===== config.mk =====
export PLATFORM = sky130hd
export DESIGN_NAME = monitor_result_drain
export DESIGN_NICKNAME = d
export VERILOG_FILES = /design/src/rtl/monitor_result_drain_pkg.sv /design/src/rtl/drain_fifo.sv /design/src/rtl/monitor_result_drain.sv
export SDC_FILE = /design/constraint.sdc
export NUM_CORES = 1
export LEC_CHECK = 0
export ABC_AREA = 1
export BUFFER_PORTS_ARGS = -buffer_cell sky130_fd_sc_hd__buf_2
export CAP_MARGIN = 40
export CORE_ASPECT_RATIO = 1.4
export CORE_UTILIZATION = 63
export DETAILED_ROUTE_END_ITERATION = 10
export GPL_TIMING_DRIVEN = 0
export PLACE_DENSITY = 0.85
export SLEW_MARGIN = 20
export SYNTH_ARGS = -nofsm -noshare
export SYNTH_HDL_FRONTEND = slang
export SYNTH_HIERARCHICAL = 1
export SYNTH_SLANG_ARGS = --single-unit

===== constraint.sdc =====
create_clock -name clk -period 5.75 [get_ports clk]
set_input_delay 0.575 -clock clk [delete_from_list [all_inputs] [get_ports clk]]
set_output_delay 0.575 -clock clk [all_outputs]
set_load 0.01 [all_outputs]

===== src/rtl/monitor_result_drain_pkg.sv =====
// Shared definitions for the monitor result drain: stream count, frame header
// nibble, serializer state encoding and the FIFO entry layout.
package monitor_result_drain_pkg;

  localparam int NSTREAMS = 4;
  localparam logic [3:0] HDR_NIBBLE = 4'hA;

  typedef enum logic [2:0] {
    ST_IDLE,
    ST_HDR,
    ST_B3,
    ST_B2,
    ST_B1,
    ST_B0
  } ser_state_e;

  typedef struct packed {
    logic [1:0]  id;
    logic [31:0] value;
  } entry_t;

  localparam int ENTRY_W = $bits(entry_t);

  // Header byte announcing which stream the following four value bytes belong to.
  function automatic logic [7:0] header_byte(input logic [1:0] id);
    return {HDR_NIBBLE, id, 2'b00};
  endfunction

endpackage


===== src/rtl/drain_fifo.sv =====
// Synchronous show-ahead capture FIFO with registered full/empty flags.
// A push while full is refused even if a pop happens in the same cycle,
// because acceptance is decided on the registered full flag.
module drain_fifo #(
  parameter int DEPTH = 4,
  parameter int WIDTH = 34
) (
  input  logic             clk,
  input  logic             rst,
  input  logic             push,
  input  logic [WIDTH-1:0] push_data,
  input  logic             pop,
  output logic [WIDTH-1:0] pop_data,
  output logic             full,
  output logic             empty
);

  localparam int AW = (DEPTH > 1) ? $clog2(DEPTH) : 1;
  localparam logic [AW:0] DEPTH_CNT = DEPTH[AW:0];

  logic [WIDTH-1:0] mem_q [DEPTH];
  logic [AW-1:0]    wr_ptr_q, wr_ptr_d;
  logic [AW-1:0]    rd_ptr_q, rd_ptr_d;
  logic [AW:0]      count_q, count_d;
  logic             full_q, full_d;
  logic             empty_q, empty_d;
  logic             do_push, do_pop;

  assign do_push  = push && !full_q;
  assign do_pop   = pop && !empty_q;
  assign pop_data = mem_q[rd_ptr_q];
  assign full     = full_q;
  assign empty    = empty_q;

  // Next pointer/occupancy values and the flags derived from the next occupancy.
  always_comb begin
    wr_ptr_d = wr_ptr_q;
    rd_ptr_d = rd_ptr_q;
    count_d  = count_q;
    if (do_push) wr_ptr_d = wr_ptr_q + AW'(1);
    if (do_pop)  rd_ptr_d = rd_ptr_q + AW'(1);
    case ({do_push, do_pop})
      2'b10:   count_d = count_q + (AW+1)'(1);
      2'b01:   count_d = count_q - (AW+1)'(1);
      default: count_d = count_q;
    endcase
    full_d  = (count_d == DEPTH_CNT);
    empty_d = (count_d == '0);
  end

  // Pointer and flag registers.
  always_ff @(posedge clk or negedge rst) begin
    if (!rst) begin
      wr_ptr_q <= '0;
      rd_ptr_q <= '0;
      count_q  <= '0;
      full_q   <= 1'b0;
      empty_q  <= 1'b1;
    end else begin
      wr_ptr_q <= wr_ptr_d;
      rd_ptr_q <= rd_ptr_d;
      count_q  <= count_d;
      full_q   <= full_d;
      empty_q  <= empty_d;
    end
  end

  // Storage array; contents need no reset since the pointers define validity.
  always_ff @(posedge clk) begin
    if (do_push) mem_q[wr_ptr_q] <= push_data;
  end

endmodule


===== src/rtl/monitor_result_drain.sv =====
// Captures per-stream monitor results into pending slots, arbitrates them into
// a capture FIFO (lowest stream first) and serializes each entry as a 5-byte
// frame: header {A, id, 00} followed by the 32-bit value, MSB first.
import monitor_result_drain_pkg::*;

module monitor_result_drain #(
  parameter int NSTREAMS   = 4,
  parameter int FIFO_DEPTH = 4
) (
  input  logic                clk,
  input  logic                rst,
  input  logic                en,
  input  logic [NSTREAMS-1:0] res_valid,
  input  logic [31:0]         result_0,
  input  logic [31:0]         result_1,
  input  logic [31:0]         result_2,
  input  logic [31:0]         result_3,
  output logic [7:0]          tx_data,
  output logic                tx_valid,
  input  logic                tx_ready,
  output logic [7:0]          drop_cnt
);

  logic [31:0]         result_arr [NSTREAMS];
  logic [NSTREAMS-1:0] pend_q, pend_d;
  logic [31:0]         slot_q [NSTREAMS];
  logic [31:0]         slot_d [NSTREAMS];
  logic [7:0]          drop_cnt_q, drop_cnt_d;
  logic [2:0]          drops;
  logic [8:0]          drop_sum;

  logic                fifo_push, fifo_pop, fifo_full, fifo_empty;
  logic [1:0]          sel_id;
  entry_t              push_entry, pop_entry;

  ser_state_e          state_q;
  logic [31:0]         shift_q;
  logic [7:0]          tx_data_q;
  logic                tx_valid_q;

  assign result_arr[0] = result_0;
  assign result_arr[1] = result_1;
  assign result_arr[2] = result_2;
  assign result_arr[3] = result_3;

  assign tx_data  = tx_data_q;
  assign tx_valid = tx_valid_q;
  assign drop_cnt = drop_cnt_q;

  // Arbiter: pick the lowest-index pending slot; stall while the FIFO is full.
  always_comb begin
    fifo_push = 1'b0;
    sel_id    = '0;
    for (int i = NSTREAMS - 1; i >= 0; i--) begin
      if (pend_q[i]) begin
        fifo_push = 1'b1;
        sel_id    = 2'(i);
      end
    end
    if (fifo_full) fifo_push = 1'b0;
    push_entry.id    = sel_id;
    push_entry.value = slot_q[sel_id];
  end

  // Capture into pending slots; an overwrite of a slot not drained this cycle is a drop.
  always_comb begin
    pend_d = pend_q;
    slot_d = slot_q;
    drops  = '0;
    if (fifo_push) pend_d[sel_id] = 1'b0;
    for (int i = 0; i < NSTREAMS; i++) begin
      if (en && res_valid[i]) begin
        slot_d[i] = result_arr[i];
        pend_d[i] = 1'b1;
        if (pend_q[i] && !(fifo_push && (sel_id == 2'(i)))) drops = drops + 3'd1;
      end
    end
    drop_sum   = {1'b0, drop_cnt_q} + {6'b0, drops};
    drop_cnt_d = drop_sum[8] ? 8'hFF : drop_sum[7:0];
  end

  // Pending flags and the saturating drop counter.
  always_ff @(posedge clk or negedge rst) begin
    if (!rst) begin
      pend_q     <= '0;
      drop_cnt_q <= '0;
    end else begin
      pend_q     <= pend_d;
      drop_cnt_q <= drop_cnt_d;
    end
  end

  // Slot values need no reset; pend_q qualifies them.
  always_ff @(posedge clk) begin
    slot_q <= slot_d;
  end

  drain_fifo #(
    .DEPTH (FIFO_DEPTH),
    .WIDTH (ENTRY_W)
  ) u_fifo (
    .clk       (clk),
    .rst       (rst),
    .push      (fifo_push),
    .push_data (push_entry),
    .pop       (fifo_pop),
    .pop_data  (pop_entry),
    .full      (fifo_full),
    .empty     (fifo_empty)
  );

  assign fifo_pop = (state_q == ST_IDLE) && !fifo_empty;

  // Serializer FSM with registered byte/valid outputs; advances only on a handshake.
  always_ff @(posedge clk or negedge rst) begin
    if (!rst) begin
      state_q    <= ST_IDLE;
      shift_q    <= '0;
      tx_data_q  <= '0;
      tx_valid_q <= 1'b0;
    end else begin
      case (state_q)
        ST_IDLE: begin
          if (!fifo_empty) begin
            shift_q    <= pop_entry.value;
            tx_data_q  <= header_byte(pop_entry.id);
            tx_valid_q <= 1'b1;
            state_q    <= ST_HDR;
          end
        end
        ST_HDR, ST_B3, ST_B2, ST_B1: begin
          if (tx_ready) begin
            tx_data_q <= shift_q[31:24];
            shift_q   <= {shift_q[23:0], 8'h00};
            case (state_q)
              ST_HDR:  state_q <= ST_B3;
              ST_B3:   state_q <= ST_B2;
              ST_B2:   state_q <= ST_B1;
              default: state_q <= ST_B0;
            endcase
          end
        end
        ST_B0: begin
          if (tx_ready) begin
            tx_data_q  <= '0;
            tx_valid_q <= 1'b0;
            state_q    <= ST_IDLE;
          end
        end
        default: begin
          tx_data_q  <= '0;
          tx_valid_q <= 1'b0;
          state_q    <= ST_IDLE;
        end
      endcase
    end
  end

endmodule


==> results.yml <==
floorplan:
  floorplan.initialDensity: 0.644
  io_pins: 153
  die_w_um: 127
  height_of_the_die_um: 177
  coreArea_sq_mm: 0.0213
  num_rows: 63
  die_area_sq_mm: 0.0224
timing:
  slew_headroom: 0.492
  clock.fmax_mhz: 292
  final.min_clock_period_ns: 3.42
  totalNegativeSetupSlack_ns: 0
  final.period_utilization: 0.595
  fin_hold_ws_ns: 0.198
  fin_skew_ns: 0.0190
  setup-violations-final: 0
  final-hold-violation-count: 0
  grt_setup_unrepaired: "false"
  final-max-slew-violation-count: 0
  worst_slack_ns: 2.33
  worstMarginPinSlew_ns: 0.760
yosys:
  synth-seq-area-share: 0.697
  post_synth_edffs: 264
  netlist-cell-type-count: 34
  syn_inst: 1206
  syn-mean-instance-area_sq_um: 11.4
  synth-async-reset-ratio: 0.198
  synth.cell_area_sq_mm: 0.0137
  postSynthRegisterBits: 329
  synth.net_count: 1355
  yosys_most_used_dff: "sky130_fd_sc_hd__edfxtp_1"
  yosysWarnings: 6
place:
  numPortBuffers: 152
  dp_hpwl_um: 21700
  gpl.final_weighted_congestion: 0.872
  dpl_worst_slack_ns: 1.89
power:
  clock_network_fraction_of_design_power: 0.224
  swShare: 0.355
  total_leakage_power_uw: 0.00681
  comb_power_share: 0.338
  power.density_mw_per_mm2: 516
  cellInternalPower_uw: 5270
  worst_ir_drop_vdd_v: 0.000291
  sw_power_uw: 2900
  seqPwrFrac: 0.438
drt:
  routed_wl_um: 30600
  drt_iter0_markers: 904
  detail_route.vias_per_cell: 5.76
  vias: 9658
  drtAntennaViolNets: 0
  drtPass1Iterations: 5
  routed_wire_length_per_instance_um: 18.2
  drc: 0
clock_network:
  clock_tree.htree_level_count: 1
  cts-root-to-sink-buffers: 3
  tritoncts: "yes"
  numCtsBuffers: 29
  cts_resized: 0
  post-cts-setup-buffer-count: 0
  clk_root_buffer_cell: "sky130_fd_sc_hd__clkbuf_16"
  clk_pin_slew_ns: 0.06
  cts_sinks: 329
  insertion_delay_ns: 0.56
setup_path:
  crit_chain: "nand2_1, nor2_1, ha_1, nand2_1, nand2_1, ha_1, nand2_1, nand2_1, ha_1, or2_2, nand2_1, fa_1, nor2_1, nor2_1, inv_1, nand3_1, o21ai_0"
  dominant_cell_type_by_count_on_the_critical_path: "sky130_fd_sc_hd__nand2_1"
  setup.worst_path.start_class: "flip-flop"
  required_time_at_the_endpoint_of_the_critical_path_ns: 6.17
  max_stage_delay_ns: 0.46
  critPathKind: "flip-flop to flip-flop"
  timing.critical_path.arrival_ns: 3.85
  cp_slowest_cell: "sky130_fd_sc_hd__dfrtp_1"
  endpoint_kind: "flip-flop"
  cp_max_fo: 6
run:
  max_cap_viol_count: 0
min_path:
  hp-class: "primary input to flip-flop"
grt:
  antenna_found_initial: 2
  grtUsageTotal: 0.281
  global_route_overflow: 0
  first_pass_grt_wire_length_um: 48100
  grt_max_degree: 43
  grt_pass1_vias: 9814
layout:
  syn_to_final_growth_pct: 15.5
  num-fill-cells: 1322
  sequential_cell_area_sq_mm: 0.00956
  multi_input_comb_area_sq_mm: 0.00340
  finalNetCount: 1544
  drive_above_1_share: 0.204
status:
  run_status: "completed"
## layout make-up
cell class	instances	share of cell area
flip-flops and latches	329	0.603
multi-input cells	702	0.215
repair buffers	158	0.0566
well taps	260	0.0205
diodes	2	0.000316
clock buffers	37	0.0477
clock inverters	14	0.00727
inverters	117	0.0281
plain buffers	58	0.0216
## Yosys cell counts (2+ instances only)
master / number / area share
sky130_fd_sc_hd__o22ai_1: 24 / 0.011
sky130_fd_sc_hd__clkbuf_1: 8 / 0.0022
sky130_fd_sc_hd__buf_2: 32 / 0.012
sky130_fd_sc_hd__ha_1: 11 / 0.010
sky130_fd_sc_hd__or2_2: 2 / 0.00091
sky130_fd_sc_hd__o21ai_0: 82 / 0.030
sky130_fd_sc_hd__inv_1: 114 / 0.031
sky130_fd_sc_hd__nand3_1: 165 / 0.060
sky130_fd_sc_hd__fa_1: 2 / 0.0029
sky130_fd_sc_hd__nand2_4: 3 / 0.0025
sky130_fd_sc_hd__edfxtp_1: 264 / 0.58
sky130_fd_sc_hd__nand2_2: 2 / 0.00091
sky130_fd_sc_hd__a21oi_1: 7 / 0.0026
sky130_fd_sc_hd__buf_4: 8 / 0.0044
sky130_fd_sc_hd__o21ai_1: 7 / 0.0026
sky130_fd_sc_hd__dfrtp_1: 64 / 0.12
sky130_fd_sc_hd__nand2_1: 287 / 0.079
sky130_fd_sc_hd__o22ai_2: 10 / 0.0091
sky130_fd_sc_hd__nor2_2: 12 / 0.0055
sky130_fd_sc_hd__nand4_1: 2 / 0.00091
sky130_fd_sc_hd__xor2_1: 4 / 0.0026
sky130_fd_sc_hd__nor2_1: 76 / 0.021
sky130_fd_sc_hd__nand3b_1: 2 / 0.0011
sky130_fd_sc_hd__clkbuf_2: 4 / 0.0015
sky130_fd_sc_hd__buf_6: 5 / 0.0041
## sequential cells by signal (all words and copies together) (netlist names), 3 cells and up
register        count
shift_q            32
u_fifo/mem_q      136
u_fifo/count_q      3
pend_q              4
tx_data             8
drop_cnt            8
state_q             3
slot_q            128
## critical path: cells and delay by family (launching register included)
family                   cells  cell delay (ns)
AND/OR/NAND/NOR             11             1.53
adder cells (fa/ha/maj)      4             1.08
flip-flops                   1             0.46
AO/OA/AOI/OAI                1             0.12
buffers and inverters        1             0.09
## power by group through the flow
stage                     combinational, uW  sequential [uW]  clock [uW]
after detailed placement               2710             3610           0
final                                  2760             3580        1830
after CTS                              2740             3580        1840
after global placement                 2490             3610           0
after global routing                   3040             3630        1920
after floorplan                        1810             3580           0
## metrics by stage
stage               utilization  cell area, sq um  total power (uW)  std cells
CTS                       0.744             15800              8150       1675
detailed placement        0.703             15000              6320       1623
finish                    0.744             15800              8170       1677
floorplan                     -             13700              5400       1206
global placement          0.695             14800              6100       1618
global route              0.744             15800              8590       1677
## metal layers
metal	up-vias	part of all wire	GRT usage
li1	4476	-	-
met2	512	0.54	0.525
met1	4574	0.36	0.322
met3	96	0.069	0.0370
met5	-	0	0
met4	0	0.036	0.119
## what timing repair did
action / in CTS / in global routing
hold endpoints to repair: 23 / 0
endpoints found under the setup margin: 0 / 0
hold buffers: 1 / 0
## cell usage in the layout (no fill, tap or decap), types with 3 or more instances in the layout
master,netlist,layout
sky130_fd_sc_hd__a21oi_1,7,7
sky130_fd_sc_hd__o22ai_2,10,10
sky130_fd_sc_hd__buf_6,5,5
sky130_fd_sc_hd__nand3_1,165,165
sky130_fd_sc_hd__buf_4,8,9
sky130_fd_sc_hd__nand2_4,3,3
sky130_fd_sc_hd__nor2_1,76,72
sky130_fd_sc_hd__buf_2,32,183
sky130_fd_sc_hd__clkinv_1,0,6
sky130_fd_sc_hd__inv_2,1,5
sky130_fd_sc_hd__clkbuf_16,0,29
sky130_fd_sc_hd__clkbuf_1,8,16
sky130_fd_sc_hd__edfxtp_1,264,264
sky130_fd_sc_hd__clkbuf_2,4,4
sky130_fd_sc_hd__o22ai_1,24,24
sky130_fd_sc_hd__dfrtp_1,64,64
sky130_fd_sc_hd__ha_1,11,11
sky130_fd_sc_hd__o21ai_1,7,7
sky130_fd_sc_hd__o21ai_0,82,82
sky130_fd_sc_hd__nor2_2,12,12
sky130_fd_sc_hd__inv_1,114,110
sky130_fd_sc_hd__nor2_4,1,5
sky130_fd_sc_hd__xor2_1,4,4
sky130_fd_sc_hd__clkinv_2,1,4
sky130_fd_sc_hd__buf_16,0,3
sky130_fd_sc_hd__nand2_1,287,287
## logic make-up after synthesis
| kind of cell | after synthesis | share of synthesized area |
|---|---|---|
| compound gates | 132 | 0.0568 |
| xor+xnor | 4 | 0.00255 |
| fa+ha+maj | 13 | 0.0130 |
| buf+inv | 175 | 0.0574 |
| flops | 329 | 0.697 |
| simple gates | 553 | 0.173 |
## final timing paths
kind	start	endpoint	depth (start not counted)	slack [ns]
min reg2reg	tx_data[2]	tx_data[2]	2	0.47
max reg2reg	u_fifo/full	drop_cnt[2]	17	2.33
max in group asynchronous	rst	u_fifo/empty	3	4.68
max	u_fifo/full	drop_cnt[2]	17	2.33
min	result_3[4]	slot_q[4]	1	0.20
min in group asynchronous	rst	shift_q[6]	2	0.48
(Power assumes the default switching activity.)
